[config.mk]
export PLATFORM = sky130hd
export DESIGN_NAME = seq_alu
export DESIGN_NICKNAME = d
export VERILOG_FILES = /design/src/rtl/alu_pkg.sv /design/src/rtl/seq_mul.sv /design/src/rtl/seq_alu.sv
export SDC_FILE = /design/constraint.sdc
export NUM_CORES = 1
export LEC_CHECK = 0
export CAP_MARGIN = 20
export CORE_ASPECT_RATIO = 0.9
export CORE_MARGIN = 1
export CORE_UTILIZATION = 50
export CTS_BUF_LIST = sky130_fd_sc_hd__clkbuf_16
export CTS_CLUSTER_DIAMETER = 50
export DETAILED_ROUTE_END_ITERATION = 7
export GPL_TIMING_DRIVEN = 0
export HOLD_SLACK_MARGIN = 0.02
export PLACE_DENSITY = 0.7
export SETUP_SLACK_MARGIN = 0.2
export SLEW_MARGIN = 10
export SYNTH_ARGS = -nofsm -noshare
export SYNTH_HDL_FRONTEND = slang
export SYNTH_SLANG_ARGS = --single-unit
[constraint.sdc]
create_clock -name clk -period 4.1 [get_ports clk]
set_clock_uncertainty 0.05 [all_clocks]
set_input_delay 0.41 -clock clk [delete_from_list [all_inputs] [get_ports clk]]
set_output_delay 0.41 -clock clk [all_outputs]
set_load 0.01 [all_outputs]
[src/rtl/alu_pkg.sv]
// alu_pkg: opcodes, FSM states and sizing helpers shared by seq_alu and seq_mul
package alu_pkg;
  typedef enum logic [2:0] {
    OP_NEG_A   = 3'b000,
    OP_NEG_B   = 3'b001,
    OP_ADD     = 3'b010,
    OP_ABSDIFF = 3'b011,
    OP_AND     = 3'b100,
    OP_OR      = 3'b101,
    OP_MUL_LO  = 3'b110,
    OP_MUL_HI  = 3'b111
  } op_e;

  typedef enum logic [1:0] {IDLE, EXEC, MUL, DONE} state_e;

  localparam int DEF_WIDTH = 8;
  localparam int CNT_W = $clog2(DEF_WIDTH);

  // step counter width for a given operand width
  function automatic int cnt_w(input int w);
    return $clog2(w);
  endfunction
endpackage

[src/rtl/seq_mul.sv]
// seq_mul: WIDTH-step unsigned shift-add multiplier with a one-cycle done strobe
module seq_mul
  import alu_pkg::*;
#(
  parameter int WIDTH = 8
) (
  input  logic               clk,
  input  logic               resetn,
  input  logic               start,
  input  logic [WIDTH-1:0]   a,
  input  logic [WIDTH-1:0]   b,
  output logic               done,
  output logic [2*WIDTH-1:0] product
);
  localparam int CW = cnt_w(WIDTH);

  logic             busy_q, busy_d, last;
  logic [CW-1:0]    cnt_q, cnt_d;
  logic [WIDTH-1:0] m_q, m_d;
  logic [2*WIDTH-1:0] p_q, p_d;
  logic [WIDTH:0]   sum;

  // product is the value after the current step, so done and product line up on the last step
  always_comb begin
    sum = {1'b0, p_q[2*WIDTH-1:WIDTH]} + {1'b0, p_q[0] ? m_q : {WIDTH{1'b0}}};
    last = cnt_q == CW'(WIDTH - 1);
    done = busy_q && last;
    product = {sum, p_q[WIDTH-1:1]};
    busy_d = busy_q;
    cnt_d = cnt_q;
    m_d = m_q;
    p_d = p_q;
    if (start) begin
      busy_d = 1'b1;
      cnt_d = '0;
      m_d = a;
      p_d = {{WIDTH{1'b0}}, b};
    end else if (busy_q) begin
      busy_d = !last;
      cnt_d = cnt_q + 1'b1;
      p_d = product;
    end
  end

  // multiplier state; reset discards any partial product
  always_ff @(posedge clk) begin
    if (!resetn) begin
      busy_q <= 1'b0;
      cnt_q <= '0;
      m_q <= '0;
      p_q <= '0;
    end else begin
      busy_q <= busy_d;
      cnt_q <= cnt_d;
      m_q <= m_d;
      p_q <= p_d;
    end
  end
endmodule

[src/rtl/seq_alu.sv]
// seq_alu: handshaked ALU with registered flags and a sequential multiplier
module seq_alu
  import alu_pkg::*;
#(
  parameter int WIDTH = 8
) (
  input  logic             clk,
  input  logic             resetn,
  input  logic             in_valid,
  output logic             in_ready,
  input  logic [WIDTH-1:0] a,
  input  logic [WIDTH-1:0] b,
  input  logic [2:0]       op,
  output logic             out_valid,
  input  logic             out_ready,
  output logic [WIDTH-1:0] result,
  output logic             carry,
  output logic             zero
);
  state_e             state_q, state_d;
  op_e                op_q, op_d;
  logic [WIDTH-1:0]   a_q, a_d, b_q, b_d, result_q, result_d, alu_res;
  logic               carry_q, carry_d, zero_q, zero_d, alu_c, accept, mul_done;
  logic [WIDTH:0]     add_s;
  logic [2*WIDTH-1:0] product;

  assign in_ready = resetn && (state_q == IDLE || (state_q == DONE && out_ready));
  assign accept = in_valid && in_ready;
  assign out_valid = state_q == DONE;
  assign result = result_q;
  assign carry = carry_q;
  assign zero = zero_q;

  seq_mul #(.WIDTH(WIDTH)) u_mul (
    .clk(clk),
    .resetn(resetn),
    .start(accept && op[2:1] == 2'b11),
    .a(a),
    .b(b),
    .done(mul_done),
    .product(product)
  );

  // result and flag for the latched op; multiply ops read the multiplier output
  always_comb begin
    add_s = {1'b0, a_q} + {1'b0, b_q};
    alu_res = '0;
    alu_c = 1'b0;
    case (op_q)
      OP_NEG_A:   alu_res = -a_q;
      OP_NEG_B:   alu_res = -b_q;
      OP_ADD:     {alu_c, alu_res} = add_s;
      OP_ABSDIFF: begin
        alu_c = a_q < b_q;
        alu_res = alu_c ? b_q - a_q : a_q - b_q;
      end
      OP_AND:     alu_res = a_q & b_q;
      OP_OR:      alu_res = a_q | b_q;
      OP_MUL_LO:  begin
        alu_res = product[WIDTH-1:0];
        alu_c = |product[2*WIDTH-1:WIDTH];
      end
      OP_MUL_HI:  alu_res = product[2*WIDTH-1:WIDTH];
      default:    alu_res = '0;
    endcase
  end

  // handshake FSM: accept in IDLE or at the DONE hand-off, capture outputs on completion
  always_comb begin
    state_d = state_q;
    op_d = op_q;
    a_d = a_q;
    b_d = b_q;
    result_d = result_q;
    carry_d = carry_q;
    zero_d = zero_q;
    if (accept) begin
      a_d = a;
      b_d = b;
      op_d = op_e'(op);
      state_d = op[2:1] == 2'b11 ? MUL : EXEC;
    end else if (state_q == DONE && out_ready) begin
      state_d = IDLE;
    end else if (state_q == EXEC || (state_q == MUL && mul_done)) begin
      result_d = alu_res;
      carry_d = alu_c;
      zero_d = alu_res == '0;
      state_d = DONE;
    end
  end

  // FSM and output registers
  always_ff @(posedge clk) begin
    if (!resetn) begin
      state_q <= IDLE;
      op_q <= OP_NEG_A;
      a_q <= '0;
      b_q <= '0;
      result_q <= '0;
      carry_q <= 1'b0;
      zero_q <= 1'b0;
    end else begin
      state_q <= state_d;
      op_q <= op_d;
      a_q <= a_d;
      b_q <= b_d;
      result_q <= result_d;
      carry_q <= carry_d;
      zero_q <= zero_d;
    end
  end
endmodule

After elaboration in Yosys (flattened, before gate mapping)
Cells that the tools add are included.

storage, ports and cells
  flip-flop bits (word level) = 59
  latch bits = 0
  RAM bits = 0
  ROM bits = 0
  input port bits = 23
  output and inout port bits = 12
  logic and storage cells = 66
  memories = 0

operators by class
  add/sub/neg operators = 7
  $mul = 0
  div/mod/pow operators = 0
  $lt $le $gt $ge = 1
  equality and inequality tests = 12
  shift operators = 0
  multiplexer cells = 12
  bitwise logic cells = 5
  reduce and logical (&&, ||, !) cells = 17

operators by type and width
  operator             count
  $pmux 8 s8           1
  $mux 8               4
  $add 8x8->9          2
  $neg 8->8            2
  $sub 8x8->8          2
  $eq 3x3->1 const B   5
  $and 8x8->8          1
  $logic_not 8->1      1
  $lt 8x8->1           1
  $mux 2               4
  $or 8x8->8           1
  $reduce_or 8->1      1
  $eq 2x2->1 const B   3
  $eq 3x2->1 const B   2
  $logic_and 1x1->1    6
  $add 3x1->3 const B  1
  $eq 3x1->1 const B   1
  $logic_not 3->1      1
  $not 1->1            3
  $pmux 1 s3           1
  $reduce_and 3->1     1
  $reduce_bool 3->1    1
  $eq 2x1->1 const B   1
  $logic_not 2->1      1
  5 further kinds      7

Longest topological paths before layout
Gate-level depths: netlist of run 1.

  depth in word-level cells = 7
  depth in mapped cells = 13
  mapped depth without buffers = 12

By module
Synthesis of run 1 repeated with hierarchy kept, for this count alone.

second synthesis, totals
  cell total of the unflattened synthesis = 566
  area, all modules = 4678.2 µm²

modules (own cells, without submodules)
  module   instances  cells an instance  area each (µm²)  seq. area each (µm²)
  seq_alu  1          376                3020.4           620.6
  seq_mul  1          190                1657.8           560.5

Worst setup path before layout of run 1
Ideal clock, no wire load.

  kind = reg-to-reg
  start = register a_q[0]
  end = register zero_q, in the netlist zero
  library setup time = 96 ps
  arrival time = 2808 ps
  required time = 3954 ps
  path slack = 1146 ps
  cell stages (with the launch flop) = 14
  path buffers = 1
  clock period less this slack = 2954 ps
  cells stage by stage = dfxtp_1 inv_1 ha_1 inv_1 fa_1 nor3b_1 o311ai_1 and3_1 buf_2 mux2i_1 xnor2_1 o22a_1 nand4_1 o41ai_2

between the ends
  word-level cells in the longest chain between the ends = 4
  elaborated cells between the ends (all ways) = 10
  those cells by class = 4 x add/sub; 1 x order compare; 2 x mux; 2 x bitwise; 1 x reduce/logical

ends and longest elaborated chain
  item                                       line                          text
  start: declaration                         seq_alu.sv:22                 logic [WIDTH-1:0] a_q, a_d, b_q, b_d, result_q, result_d, alu_res;
  start signal: assignment                   seq_alu.sv:97                 a_q <= '0;
  start signal: assignment                   seq_alu.sv:105                a_q <= a_d;
  $sub 8x8->8 or $lt 8x8->1 (tied branches)  seq_alu.sv:55, seq_alu.sv:54
  $mux 8                                     seq_alu.sv:55                 alu_res = alu_c ? b_q - a_q : a_q - b_q;
  $pmux 8 s8 *                               seq_alu.sv:49                 case (op_q)
  $logic_not 8->1 *                          seq_alu.sv:87                 zero_d = alu_res == '0;
  end signal: assignment                     seq_alu.sv:109                zero_q <= zero_d;
  end: declaration                           seq_alu.sv:23                 logic carry_q, carry_d, zero_q, zero_d, alu_c, accept, mul_done;

Mark *: on every way between the ends. The rest lies on a longest branch, timed or not.
A chain may end at the register's enable or synchronous reset.

Worst setup path in the final report of run 1
Same ends and word-level chain as after synthesis.

==> results of run 1 <==
[sequential cells by signal, summed over array words and instances, names as in the netlist]
register and flops:
state_q 2, u_mul.p_q 16, result 8, op_q 3
u_mul.m_q 8, b_q 8, zero 1, u_mul.cnt_q 3
carry 1, a_q 8, u_mul.busy_q 1
[cell families after synthesis]
family / after synthesis / share of synthesized area [%]
compound gates: 143 / 22.8
xor+xnor: 24 / 4.92
fa+ha+maj: 49 / 14.5
buf+inv: 60 / 5.34
flops: 59 / 26.7
mux: 27 / 6.42
simple gates: 180 / 19.3
[critical path: cells and delay by family, from the launching register on]
kind / cells / cell delay [ns]
AOI/OAI and AO/OA: 3 / 1.08
xor gates and xnor gates: 1 / 0.16
adders and majority gates: 2 / 0.61
buffers and inverters: 3 / 0.47
DFF: 1 / 0.38
muxes: 1 / 0.24
and+or+nand+nor: 3 / 0.55
[power groups by stage]
stage	Combinational [mW]	Sequential (mW)	Clock, mW
floorplan	0.436	0.649	0
global placement	0.617	0.653	0
detailed placement	0.624	0.655	0
CTS	0.628	0.642	0.765
global route	0.689	0.649	0.789
finish	0.642	0.643	0.761
[stage by stage]
stage | cell area [µm²] | cells | hold slack, ns | utilization (%) | setup WS [ns]
floorplan | 4430 | 542 | 0.382 | - | 1.15
finish | 5220 | 711 | 0.399 | 60.9 | 0.442
global route | 5220 | 711 | 0.418 | 60.9 | 0.241
detailed placement | 4920 | 695 | 0.394 | 57.4 | 0.545
CTS | 5220 | 711 | 0.402 | 60.9 | 0.498
global placement | 4920 | 695 | 0.388 | 57.4 | 0.563
[path summary, 6_finish.rpt]
path / from / to / depth (start not counted)
hold / removal: u_mul.m_q[3] / u_mul.m_q[3] / 2
setup / recovery: a_q[0] / zero / 13
hold reg to reg: u_mul.m_q[3] / u_mul.m_q[3] / 2
setup reg to reg: a_q[0] / zero / 13
[layer usage]
metal	vias up	part of all wire (%)
li1	2031	-
met1	2014	47
met2	161	46
met3	17	6.1
met4	0	1.4
met5	-	0
[area by class of cell]
cell class | count | area [µm²] | share of cell area (%)
multi-input cells | 423 | 3010 | 57.7
flip-flops and latches | 59 | 1180 | 22.6
repair buffers | 34 | 340 | 6.52
clock buffers | 9 | 225 | 4.32
well taps | 119 | 149 | 2.85
plain buffers | 29 | 120 | 2.30
inverters | 31 | 116 | 2.23
clock inverters | 7 | 75.1 | 1.44
[cells in the final DEF (no fill, tap or decap), types with 5 or more instances in the layout]
cell type,count
dfxtp_1,59
nand2_1,58
nor2_1,51
ha_1,45
clkdlybuf4s50_1,34
inv_1,28
a21oi_1,28
mux2i_1,25
a211oi_1,24
xnor2_1,22
o21ai_0,18
clkbuf_1,17
o31ai_1,16
and2_1,9
nand2b_1,9
clkbuf_16,9
o22ai_1,8
nand3_1,7
nand4_1,7
nor3_1,6
nor2b_1,6
and3_1,5
buf_1,5
buf_2,5
o21ai_1,5
==> impl_metrics.ini, run 1 <==
[worst_setup_path]
crit_type = register to register
timing.critical_path.slowest_cell_delay_ns = 0.58
critical_path.cell_chain = inv_1 -> ha_1 -> inv_1 -> fa_1 -> nor3b_1 -> o311ai_1 -> and3_1 -> buf_2 -> mux2i_1 -> xnor2_1 -> o22a_1 -> nand4_1 -> o41ai_2
data_required_time_at_the_worst_endpoint_ns = 4.28
endpoint_kind = register
timing.critical_path.fanout_max = 6
crit_path_frequent_cell = inv_1
cp.arrival_ns = 3.83
rrSetupSlack_ns = 0.44
worst_path_max_delay_cell = o311ai_1
startpoint_type = register

[clock_network]
clk-insertion-delay-late_ns = 0.33
cts_made_buffers = 9
cts_tree = done
cts_resized = 0
cts_hold_buffers = 0
tritoncts_num_sinks = 59
cts.htree.levels = 3
post_cts.repair.setup_buffers = 0
clkSlewWorstSetupHoldPaths_ns = 0.06
cts_root_buf = clkbuf_16
clock_tree.buffer_depth = 2

[sta]
timing.setup.tns_ns = 0
period_minus_slack_ns = 3.66
fmax_ghz = 0.273
tightestPinTransition_ns = 0.815
report.final.setup_viol = 0
maxSlewHeadroom_pct = 45.3
maxSlewViolCount = 0
unrepaired_setup_endpoints_after_global_routing = false
hold_viol_final = 0
layout_worst_path_cycle_share_pct = 89.2

[drt]
drt_pre_antenna_iters = 5
route.detailed.wl_per_inst_um = 18.5
antenna_left = 0
drc = 0
vias_per_cell = 5.94
via_count = 4223
postRouteWirelength_um = 13200
detail_route.iter0.violations = 345

[die]
ios = 35
die_footprint_um2 = 9230
floorplan.die.width_um = 101
start_util_pct = 51.7
rows = 32
die_y_um = 91.3
core_um2 = 8570

[placed_design]
gpl.final_weighted_congestion = 0.933
io_buffers = 34
place_hpwl_um = 10500

[synthesis]
yosys.cell_types.count = 65
synth_largest_type_area_fraction_pct = 26.7
synth_top_cells_by_area = dfxtp_1 (27%), ha_1 (13%), mux2i_1 (5.7%)
register_bit_total_from_synthesis = 59
synth_sequential_area_ratio_pct = 26.7
syn_nets = 614
post-synth-top-area-cell = dfxtp_1
yosysWarnings = 0
netlist_area_um2 = 4430
synth_ff_type = dfxtp_1
synth.most_common_cell = dfxtp_1
post_synth.cell_area_avg_um2 = 8.17
synthCells = 542
synth_top_cells_by_count = dfxtp_1 (59), nand2_1 (58), nor2_1 (51), ha_1 (45)
synth_edf_count = 0
async_reset_ff_share_pct = 0

[global_route]
grt_pass1_vias = 3900
maximum_number_of_pins_on_one_net_before_global_route_repair = 13
gr-usage-met2_pct = 46.0
grt_first_pass_wirelength_um = 20700
global_route.usage.met3_pct = 5.23
grt_use_total_pct = 30.0
gr-usage-met1_pct = 43.1
grt_antenna_before_repair = 0
grt_overflow = 0
globalRoute.busiestLayer = met2

[power]
power.ir.vdd_worst_uv = 180
sequential_cell_fraction_of_total_power_pct = 31.4
power-per-cell-area_nw_per_um2 = 392
power.combinational.fraction_pct = 31.4
switching_share_pct = 34.1
internal_power_mw = 1.35
design_power_total_mw = 2.05
netSwitchingPower_mw = 0.698
power.leakage_nw = 2.02
p_clk_share_pct = 37.2

[cells_and_area]
fillerInstances = 831
fin_nets = 659
synthesis_to_finish_area_growth_pct = 17.8
share_of_post_route_cells_with_drive_strength_above_1_pct = 6.08
antenna_cells_inserted = 0

[run_status]
result_of_the_run = complete, no violations

[run]
max_cap_viol_count = 0

[worst_hold_path]
timing.hold.worst.class = register to register
Power figures use the tool's default switching activity.
==> run 2, diff against run 1 <==
--- a/config.mk
+++ b/config.mk
@@ -8,13 +8,13 @@
 export CAP_MARGIN = 20
 export CORE_ASPECT_RATIO = 0.9
 export CORE_MARGIN = 1
-export CORE_UTILIZATION = 50
+export CORE_UTILIZATION = 59
 export CTS_BUF_LIST = sky130_fd_sc_hd__clkbuf_16
 export CTS_CLUSTER_DIAMETER = 50
 export DETAILED_ROUTE_END_ITERATION = 7
 export GPL_TIMING_DRIVEN = 0
 export HOLD_SLACK_MARGIN = 0.02
-export PLACE_DENSITY = 0.7
+export PLACE_DENSITY = 0.81
 export SETUP_SLACK_MARGIN = 0.2
 export SLEW_MARGIN = 10
 export SYNTH_ARGS = -nofsm -noshare
==> run 2 against run 1 <==
Core utilization up 12 points. Global-route usage rose by 4.9 points. Combinational power fell by 0.8%. Worst setup slack worse by 0.031 ns. Hold slack improved by 0.0020 ns. Sequential power barely moved. Final cell count down 3.7%. Maximum frequency fell by 0.84%. Die area is 15% lower. Critical path type unchanged.
==> impl_metrics.ini, run 2 (synthesis results as in run 1) <==
[worst_setup_path]
worst_r2r_path_depth = 13
worst_path_max_delay_cell = o311ai_1
data_required_time_at_the_worst_endpoint_ns = 4.28
r2r-start = a_q[0]
crit_path_frequent_cell = inv_1
critical_path.cell_chain = inv_1 -> ha_1 -> inv_1 -> fa_1 -> nor3b_1 -> o311ai_1 -> and3_1 -> buf_2 -> mux2i_1 -> xnor2_1 -> o22a_1 -> nand4_1 -> o41ai_2
r2r-end = zero
timing.critical_path.fanout_max = 6
startpoint_type = register
crit_type = register to register
endpoint_kind = register
timing.critical_path.slowest_cell_delay_ns = 0.52
rrSetupSlack_ns = 0.41
cp.arrival_ns = 3.87

[die]
ios = 35
start_util_pct = 61.9
floorplan.die.width_um = 93.3
core_um2 = 7150
rows = 29
die_footprint_um2 = 7850
die_y_um = 84.2

[cells_and_area]
fin_nets = 659
largest_register_ff_count = 16
antenna_cells_inserted = 0
share_of_post_route_cells_with_drive_strength_above_1_pct = 6.08
final_cells = 685
top_reg_by_flops = u_mul.p_q
mostFrequentLayoutCells = dfxtp_1 (59), nand2_1 (58), nor2_1 (51)
layout_commonest_cell = dfxtp_1
layout.core_utilization_pct = 72.5
synthesis_to_finish_area_growth_pct = 17.1

[sta]
unrepaired_setup_endpoints_after_global_routing = false
hold_viol_final = 0
fmax_ghz = 0.271
maxSlewViolCount = 0
timing.setup.tns_ns = 0
tightestPinTransition_ns = 0.798
layout_worst_path_cycle_share_pct = 90.0
period_minus_slack_ns = 3.69
report.final.setup_viol = 0
maxSlewHeadroom_pct = 46.5

[worst_hold_path]
min_delay_worst_endpoint = u_mul.m_q[3]
hold_start = u_mul.m_q[3]
timing.hold.worst.class = register to register
min_delay_path_depth = 2

[power]
power.combinational.fraction_pct = 31.2
design_power_total_mw = 2.04
internal_power_mw = 1.35
sequential_cell_fraction_of_total_power_pct = 31.6
netSwitchingPower_mw = 0.691
power.ir.vdd_worst_uv = 268
p_clk_share_pct = 37.2
switching_share_pct = 33.9
power-per-cell-area_nw_per_um2 = 393
power.leakage_nw = 2.02

[drt]
postRouteWirelength_um = 13100
drt_pre_antenna_iters = 6
drc = 0
route.detailed.wl_per_inst_um = 19.1
vias_per_cell = 6.27
detail_route.iter0.violations = 405
via_count = 4297
antenna_left = 0

[run_status]
result_of_the_run = complete, no violations

[placed_design]
place_hpwl_um = 10200
gpl.final_weighted_congestion = 0.958
io_buffers = 34
placed_cells_incl_taps = 669

[clock_network]
cts_tree = done
tritoncts_num_sinks = 59
clk-insertion-delay-late_ns = 0.33
post_cts.repair.setup_buffers = 0
cts_root_buf = clkbuf_16
cts_made_buffers = 9
cts.htree.levels = 3
cts_resized = 0
cts_hold_buffers = 0
clkSlewWorstSetupHoldPaths_ns = 0.06
clock_tree.buffer_depth = 2

[global_route]
grt_overflow = 0
grt_antenna_before_repair = 0
grt_first_pass_wirelength_um = 20700
grt_use_total_pct = 34.9
maximum_number_of_pins_on_one_net_before_global_route_repair = 13
grt_pass1_vias = 4003

[run]
max_cap_viol_count = 0
==> run 2: cell types whose count changed in the layout (fill, tap and decap cells not counted) <==
cell / change
clkinvlp_4: -1
inv_1: +1
clkinv_1: -1
clkinv_4: +1
==> run 2: layout make-up <==
| class | instances | area, µm² |
|---|---|---|
| Clock inverter | 7 | 76.3 |
| Inverter | 31 | 116 |
| Clock buffer | 9 | 225 |
| Sequential cell | 59 | 1180 |
| Fill cell | 574 | 1960 |
| Tap cell | 93 | 116 |
| Timing Repair Buffer | 34 | 340 |
| Buffer | 29 | 120 |
| Multi-Input combinational cell | 423 | 3010 |
==> run 2: worst max-delay path by stage <==
stage	to	depth (start not counted)	start
6_report	zero	13	a_q[0]
5_1_grt	zero	13	a_q[0]
4_1_cts	zero	13	a_q[0]
3_5_place_dp	zero	13	a_q[0]
3_3_place_gp	zero	13	a_q[0]
2_1_floorplan	zero	13	a_q[0]
==> run 2: per-layer routing <==
metal  up-vias  routed length (µm)  track usage [%]
li1       2024                   -                -
met1      2030                5810             48.8
met2       224                5890             55.4
met3        19                1190             6.43
met4         0                 177             8.95
met5         -                   0                0
==> run 2: critical path: cells and delay by family (launching register included) <==
family,cells,cell delay (ns)
simple gates,3,0.56
mux,1,0.24
compound gates,3,1.05
buf+inv,3,0.51
fa+ha+maj,2,0.59
flops,1,0.41
xor+xnor,1,0.17
==> run 2: stage by stage <==
stage	instance area [µm²]	setup slack, ns	hold WS (ns)
2_1_floorplan	4430	1.15	0.382
3_3_place_gp	4880	0.639	0.388
3_5_place_dp	4880	0.525	0.394
4_1_cts	5180	0.482	0.402
5_1_grt	5180	0.280	0.427
6_report	5180	0.411	0.401
==> run 2: power groups by stage <==
stage | logic (mW) | clock network [mW] | registers, mW
finish | 0.637 | 0.758 | 0.645
global route | 0.684 | 0.782 | 0.649
CTS | 0.619 | 0.755 | 0.643
detailed placement | 0.614 | 0 | 0.655
global placement | 0.609 | 0 | 0.654
floorplan | 0.436 | 0 | 0.649
